<file path="src/rtl/mmio_uart_tx_pkg.sv">
// Shared constants for the memory-mapped UART transmitter: register addresses,
// status bit positions and the transmitter state encoding.
package riscv_mmio_pkg;

  localparam logic [7:0] MMIO_TXDATA_ADDR = 8'hF0;
  localparam logic [7:0] MMIO_STATUS_ADDR = 8'hF4;

  localparam int STAT_BUSY  = 0;
  localparam int STAT_FULL  = 1;
  localparam int STAT_EMPTY = 2;
  localparam int STAT_OVF   = 3;

  typedef enum logic [1:0] {
    ST_IDLE  = 2'd0,
    ST_START = 2'd1,
    ST_DATA  = 2'd2,
    ST_STOP  = 2'd3
  } uart_state_t;

  function automatic logic [31:0] status_word(input logic ovf, input logic empty,
                                              input logic full, input logic busy);
    logic [31:0] w;
    w             = '0;
    w[STAT_OVF]   = ovf;
    w[STAT_EMPTY] = empty;
    w[STAT_FULL]  = full;
    w[STAT_BUSY]  = busy;
    return w;
  endfunction

endpackage

</file>
<file path="src/rtl/mmio_uart_tx_if.sv">
// Data-memory bus slice seen by MMIO peripherals: store path in, status read path out.
interface mmio_uart_tx_if;
  logic        dm_we;
  logic [7:0]  mem_addr;
  logic [31:0] mem_wd;
  logic [31:0] rd_data;
  logic        hit;

  modport master (
    output dm_we, mem_addr, mem_wd,
    input  rd_data, hit
  );

  modport slave (
    input  dm_we, mem_addr, mem_wd,
    output rd_data, hit
  );
endinterface

</file>
<file path="src/rtl/mmio_uart_tx_sync_fifo.sv">
// Single-clock FIFO with synchronous active-low reset; head word is read combinationally.
module sync_fifo #(
  parameter  int WIDTH = 8,
  parameter  int DEPTH = 4,
  localparam int AW    = $clog2(DEPTH)
) (
  input  logic             clk,
  input  logic             rset,
  input  logic             push,
  input  logic             pop,
  input  logic [WIDTH-1:0] wdata,
  output logic [WIDTH-1:0] rdata,
  output logic             full,
  output logic             empty,
  output logic [AW:0]      count
);

  localparam logic [AW:0] FULL_CNT = (AW+1)'(DEPTH);

  logic [WIDTH-1:0] mem [DEPTH];
  logic [AW-1:0]    wr_ptr;
  logic [AW-1:0]    rd_ptr;
  logic [AW:0]      cnt;
  logic             do_push;
  logic             do_pop;

  assign full    = (cnt == FULL_CNT);
  assign empty   = (cnt == '0);
  assign count   = cnt;
  assign rdata   = mem[rd_ptr];
  assign do_push = push && !full;
  assign do_pop  = pop && !empty;

  always_ff @(posedge clk) begin
    if (!rset) begin
      wr_ptr <= '0;
      rd_ptr <= '0;
      cnt    <= '0;
    end else begin
      if (do_push) wr_ptr <= wr_ptr + AW'(1);
      if (do_pop)  rd_ptr <= rd_ptr + AW'(1);
      case ({do_push, do_pop})
        2'b10:   cnt <= cnt + (AW+1)'(1);
        2'b01:   cnt <= cnt - (AW+1)'(1);
        default: cnt <= cnt;
      endcase
    end
  end

  // Storage is not reset; only the pointers define what is valid.
  always_ff @(posedge clk) begin
    if (do_push) mem[wr_ptr] <= wdata;
  end

endmodule

</file>
<file path="src/rtl/mmio_uart_tx.sv">
// MMIO UART transmitter: TX data/status register decode, byte FIFO, 8N1 serialiser.
//   state    | meaning
//   ST_IDLE  | line high; pops the FIFO head when one is waiting
//   ST_START | start bit (low) for one bit period
//   ST_DATA  | eight data bits, LSB first, one bit period each
//   ST_STOP  | stop bit (high) for one bit period
module mmio_uart_tx
  import riscv_mmio_pkg::*;
#(
  parameter int         CLKS_PER_BIT = 16,
  parameter int         FIFO_DEPTH   = 4,
  parameter logic [7:0] TXDATA_ADDR  = MMIO_TXDATA_ADDR,
  parameter logic [7:0] STATUS_ADDR  = MMIO_STATUS_ADDR
) (
  input  logic            clk,
  input  logic            rset,
  mmio_uart_tx_if.slave   bus,
  output logic            tx,
  output logic            busy
);

  localparam int             BW        = $clog2(CLKS_PER_BIT);
  localparam int             AW        = $clog2(FIFO_DEPTH);
  localparam logic [BW-1:0]  BAUD_LAST = BW'(CLKS_PER_BIT - 1);

  uart_state_t   state, state_nxt;
  logic [BW-1:0] baud_cnt, baud_nxt;
  logic [2:0]    bit_idx, bit_nxt;
  logic [7:0]    shift, shift_nxt;
  logic          tx_nxt;
  logic          baud_last;
  logic          pop;

  logic          tx_sel, st_sel;
  logic          push_req, push, ovf_set, ovf_clr, ovf;
  logic [7:0]    fifo_rdata;
  logic          fifo_full, fifo_empty;
  logic [AW:0]   fifo_count;
  logic          unused_ok;

  assign tx_sel   = (bus.mem_addr == TXDATA_ADDR);
  assign st_sel   = (bus.mem_addr == STATUS_ADDR);
  assign push_req = bus.dm_we && tx_sel;
  // Fullness is judged before any same-cycle pop, so a write to a full FIFO is lost.
  assign push     = push_req && !fifo_full;
  assign ovf_set  = push_req && fifo_full;
  assign ovf_clr  = bus.dm_we && st_sel && bus.mem_wd[3];

  assign bus.hit     = tx_sel || st_sel;
  assign bus.rd_data = st_sel ? status_word(ovf, fifo_empty, fifo_full, busy) : '0;
  assign busy        = (state != ST_IDLE) || !fifo_empty;
  assign baud_last   = (baud_cnt == BAUD_LAST);
  assign unused_ok   = ^{bus.mem_wd[31:8], bus.mem_wd[2:0], fifo_count};

  sync_fifo #(.WIDTH(8), .DEPTH(FIFO_DEPTH)) u_fifo (
    .clk   (clk),
    .rset  (rset),
    .push  (push),
    .pop   (pop),
    .wdata (bus.mem_wd[7:0]),
    .rdata (fifo_rdata),
    .full  (fifo_full),
    .empty (fifo_empty),
    .count (fifo_count)
  );

  always_ff @(posedge clk) begin
    if (!rset) begin
      ovf <= 1'b0;
    end else if (ovf_set) begin
      ovf <= 1'b1;
    end else if (ovf_clr) begin
      ovf <= 1'b0;
    end
  end

  always_ff @(posedge clk) begin
    if (!rset) begin
      state    <= ST_IDLE;
      baud_cnt <= '0;
      bit_idx  <= '0;
      shift    <= '0;
      tx       <= 1'b1;
    end else begin
      state    <= state_nxt;
      baud_cnt <= baud_nxt;
      bit_idx  <= bit_nxt;
      shift    <= shift_nxt;
      tx       <= tx_nxt;
    end
  end

  always_comb begin
    state_nxt = state;
    case (state)
      ST_IDLE:  if (!fifo_empty)                 state_nxt = ST_START;
      ST_START: if (baud_last)                   state_nxt = ST_DATA;
      ST_DATA:  if (baud_last && bit_idx == 3'd7) state_nxt = ST_STOP;
      ST_STOP:  if (baud_last)                   state_nxt = ST_IDLE;
      default:                                   state_nxt = ST_IDLE;
    endcase
  end

  // tx is computed from the next state so the line moves on the same edge as the FSM.
  always_comb begin
    pop       = 1'b0;
    baud_nxt  = baud_last ? '0 : baud_cnt + BW'(1);
    bit_nxt   = bit_idx;
    shift_nxt = shift;
    case (state)
      ST_IDLE: begin
        baud_nxt = '0;
        if (!fifo_empty) begin
          pop       = 1'b1;
          shift_nxt = fifo_rdata;
        end
      end
      ST_START: if (baud_last) bit_nxt = '0;
      ST_DATA: begin
        if (baud_last) begin
          shift_nxt = {1'b0, shift[7:1]};
          bit_nxt   = bit_idx + 3'd1;
        end
      end
      default: ;
    endcase
    case (state_nxt)
      ST_START: tx_nxt = 1'b0;
      ST_DATA:  tx_nxt = shift_nxt[0];
      default:  tx_nxt = 1'b1;
    endcase
  end

endmodule

</file>
<file path="src/flat_wrapper.sv">
// flat-port wrapper written by rule: the top's interface ports become plain ports
module mmio_uart_tx_flat import riscv_mmio_pkg::*;
#(
  parameter int         CLKS_PER_BIT = 16,
  parameter int         FIFO_DEPTH   = 4,
  parameter logic [7:0] TXDATA_ADDR  = MMIO_TXDATA_ADDR,
  parameter logic [7:0] STATUS_ADDR  = MMIO_STATUS_ADDR
)
  (clk, rset, tx, busy, bus_dm_we, bus_mem_addr, bus_mem_wd, bus_rd_data, bus_hit);
  mmio_uart_tx_if bus_i ();
  input  logic clk;
  input  logic rset;
  output logic tx;
  output logic busy;
  input wire logic [$bits(bus_i.dm_we)-1:0] bus_dm_we;
  input wire logic [$bits(bus_i.mem_addr)-1:0] bus_mem_addr;
  input wire logic [$bits(bus_i.mem_wd)-1:0] bus_mem_wd;
  output wire logic [$bits(bus_i.rd_data)-1:0] bus_rd_data;
  output wire logic [$bits(bus_i.hit)-1:0] bus_hit;
  assign bus_i.dm_we = bus_dm_we;
  assign bus_i.mem_addr = bus_mem_addr;
  assign bus_i.mem_wd = bus_mem_wd;
  assign bus_rd_data = bus_i.rd_data;
  assign bus_hit = bus_i.hit;
  mmio_uart_tx #(.CLKS_PER_BIT(CLKS_PER_BIT), .FIFO_DEPTH(FIFO_DEPTH), .TXDATA_ADDR(TXDATA_ADDR), .STATUS_ADDR(STATUS_ADDR)) u_core (.clk(clk), .rset(rset), .bus(bus_i), .tx(tx), .busy(busy));
endmodule
</file>
<file path="config.mk">
export PLATFORM = sky130hd
export DESIGN_NAME = mmio_uart_tx_flat
export DESIGN_NICKNAME = d
export VERILOG_FILES = /design/src/rtl/mmio_uart_tx_pkg.sv /design/src/rtl/mmio_uart_tx_if.sv /design/src/rtl/mmio_uart_tx_sync_fifo.sv /design/src/rtl/mmio_uart_tx.sv /design/src/flat_wrapper.sv
export SDC_FILE = /design/constraint.sdc
export NUM_CORES = 1
export LEC_CHECK = 0
export ABC_AREA = 1
export ABC_CLOCK_PERIOD_IN_PS = 2200
export CORE_ASPECT_RATIO = 0.7
export CORE_MARGIN = 5
export CORE_UTILIZATION = 45
export CTS_BUF_LIST = sky130_fd_sc_hd__clkbuf_2 sky130_fd_sc_hd__clkbuf_4 sky130_fd_sc_hd__clkbuf_8
export DETAILED_ROUTE_END_ITERATION = 10
export PLACE_DENSITY = 0.8
export SYNTH_ARGS = -nofsm -noshare
export SYNTH_HDL_FRONTEND = slang
export SYNTH_HIERARCHICAL = 1
export SYNTH_SLANG_ARGS = --single-unit
</file>
<file path="constraint.sdc">
create_clock -name clk -period 2.2 [get_ports clk]
set_clock_uncertainty 0.05 [all_clocks]
set_input_delay 0.55 -clock clk [delete_from_list [all_inputs] [get_ports clk]]
set_output_delay 0.55 -clock clk [all_outputs]
set_load 0.05 [all_outputs]
</file>
==> flow_metrics.env <==
export IMPL_syn_inst=299
export IMPL_grt_usage=0.147
export IMPL_die_w_um=105
export IMPL_core_rowCount=24
export IMPL_status="complete, no violations"
export IMPL_synth_top_area_cell="edfxtp_1"
export IMPL_cp_arrival_ns=2.37
export IMPL_synth_cell_types=30
export IMPL_powerDensity_nw_per_um2=682
export IMPL_gr_total_overflow=0
export IMPL_crit_type="primary input to flip-flop"
export IMPL_die_h_um=76.3
export IMPL_grt_pass1_vias=2096
export IMPL_top_level_ports=78
export IMPL_cts_clk_slew_worst_paths_ns=0.06
export IMPL_ant_nets=0
export IMPL_r2r_slack_ns=0.15
export IMPL_die_area_um2=7980
export IMPL_worst_hold_slack_ns=0.402
export IMPL_crit_path_start_kind="primary input"
export IMPL_cts_root_buf="clkbuf_8"
export IMPL_final_nets=405
export IMPL_synth_seq_cells=60
export IMPL_hold_viol=0
export IMPL_coreArea_um2=6160
export IMPL_stdcell_area_um2=3570
export IMPL_regArea_um2=1520
export IMPL_multiInputGateArea_um2=1130
export IMPL_dp_cells=415
export IMPL_syn_mean_instance_area_um2=9.44
export IMPL_slew_violations=0
export IMPL_drt_vias_per_instance=4.86
export IMPL_wl_per_cell_um=12.8
export IMPL_setup_viol=0
export IMPL_wirelength_um=5600
export IMPL_drt_iter0_markers=174
export IMPL_yosys_top_cells_area="edfxtp_1 34%, dfxtp_1 20%, buf_4 7.5%"
export IMPL_yosys_warnings=6
export IMPL_clk_latency_ns=0.33
export IMPL_maxCapViolCount=0
export IMPL_grt_pass1_wl_um=9360
export IMPL_fmax_ghz=0.464
export IMPL_synth_seq_area_share=0.539
export IMPL_cts_tree="yes"
export IMPL_post_route_util=0.580
export IMPL_portBuffers=25
export IMPL_drc_errors=0
export IMPL_n_fill_cell=480
export IMPL_antenna_found_initial=0
export IMPL_clk_path_buf_depth=2
export IMPL_grt_setup_unrepaired="true"
export IMPL_final_common_cell="nand2_1"
export IMPL_synth_top_area_frac=0.341
export IMPL_start_util=0.458
export IMPL_clkSinkCount=60
export IMPL_htree_num_levels=3
export IMPL_final_cells=436
export IMPL_placed_area_um2=3220
export IMPL_critPathRequiredTime_ns=2.41
export IMPL_drive_above_1_share=0.232
export IMPL_hp_class="flip-flop to flip-flop"
export IMPL_fin_crit_sh=0.980
export IMPL_numCtsBuffers=9
export IMPL_syn_area_um2=2820
export IMPL_path_max_fanout=2
export IMPL_dp_hpwl_um=3930
export IMPL_leakagePower_uw=0.00141
export IMPL_grt_max_degree=17
export IMPL_final_cell_mix="39 x nand2_1, 32 x nor2_1, 32 x edfxtp_1"
export IMPL_cp_end_kind="flip-flop"
export IMPL_drtPass1Iterations=4
export IMPL_period_minus_slack_ns=2.16
export IMPL_synthToLayoutAreaGrowth_pct=26.5
export IMPL_vias=2121
export IMPL_max_vdd_ir_drop_uv=388
export IMPL_antenna_cells=0
export IMPL_gp_congestion=0.803
## Yosys cell counts (all sizes together)
| master | instances |
|---|---|
| clkbuf | 1 |
| nand4 | 2 |
| edfxtp | 32 |
| ha | 8 |
| fa | 1 |
| nand3 | 10 |
| nor4 | 1 |
| nand2 | 47 |
| dfxtp | 28 |
| o211ai | 1 |
| a22oi | 5 |
| nor2 | 45 |
| a31oi | 1 |
| a21oi | 20 |
| buf | 31 |
| inv | 35 |
| xnor2 | 1 |
| o22ai | 8 |
| o21ai | 21 |
| conb | 1 |
## layer usage
metal / wire [µm] / part of all wire / global-route usage
met1: 2300 / 0.41 / 0.179
met2: 2730 / 0.49 / 0.240
met3: 490 / 0.087 / 0.0508
met4: 73 / 0.013 / 0.0549
met5: 0 / 0 / 0
## registers in the layout, indices dropped and copies added (netlist names), 2 cells and up, named ones only
| signal | cells |
|---|---|
| u_core/u_fifo/mem | 32 |
| u_core/state | 2 |
| u_core/u_fifo/count | 3 |
| u_core/u_fifo/wr_ptr | 2 |
| u_core/u_fifo/rd_ptr | 2 |
| u_core/shift | 8 |
| u_core/bit_idx | 3 |
| u_core/baud_cnt | 4 |
## through the flow
stage	setup TNS [ns]	setup slack [ns]	power, µW
global placement	-8.63	-0.363	1380
floorplan	-0.0891	-0.0297	1360
CTS	0	0.0386	2450
finish	0	0.0435	2430
global route	-0.171	-0.104	2520
detailed placement	-10.10	-0.436	1380
## area by class of cell
cell class | instances | share of cell area
Timing Repair Buffer | 48 | 0.131
Inverter | 35 | 0.0368
Clock inverter | 5 | 0.0217
Multi-Input combinational cell | 199 | 0.318
Tap cell | 78 | 0.0273
Sequential cell | 60 | 0.426
Clock buffer | 11 | 0.0389
## critical path: stages
cell	delay, ns
clkdlybuf4s50_1	0.48
inv_1	0.05
nor2_2	0.15
nand3_2	0.11
nor2_4	0.15
nand2_4	0.06
ha_2	0.19
inv_2	0.06
fa_2	0.42
a21oi_1	0.14
## where the power goes
part           total [µW]  internal (µW)  switching [µW]
clock network        1070            659             409
registers            1180           1180           0.514
logic                 187           44.2             143
total                2430           1880             552
## cells by family after synthesis
| logic type | count (synthesis) | share of synthesized area |
|---|---|---|
| simple gates | 105 | 0.165 |
| fa+ha+maj | 9 | 0.0426 |
| compound gates | 56 | 0.114 |
| xor+xnor | 1 | 0.00310 |
| other cells | 1 | 0.00133 |
| buf+inv | 67 | 0.134 |
| flops | 60 | 0.539 |
## path summary, 6_finish.rpt
| path | cells after the start | startpoint | endpoint |
|---|---|---|---|
| setup / recovery | 10 | bus_dm_we | u_core/u_fifo/count[1] |
| hold / removal | 1 | u_core/baud_cnt[0] | u_core/baud_cnt[0] |
| setup reg to reg | 17 | u_core/u_fifo/count[2] | u_core/u_fifo/count[2] |
| hold reg to reg | 1 | u_core/baud_cnt[0] | u_core/baud_cnt[0] |
## repair_timing
action / in CTS / in global routing
hold buffers: 0 / 0
pin swaps: 7 / 5
setup buffers: 2 / 3
setup endpoints to repair: 7 / 6
resized for setup: 26 / 11
Power figures use the tool's default switching activity.
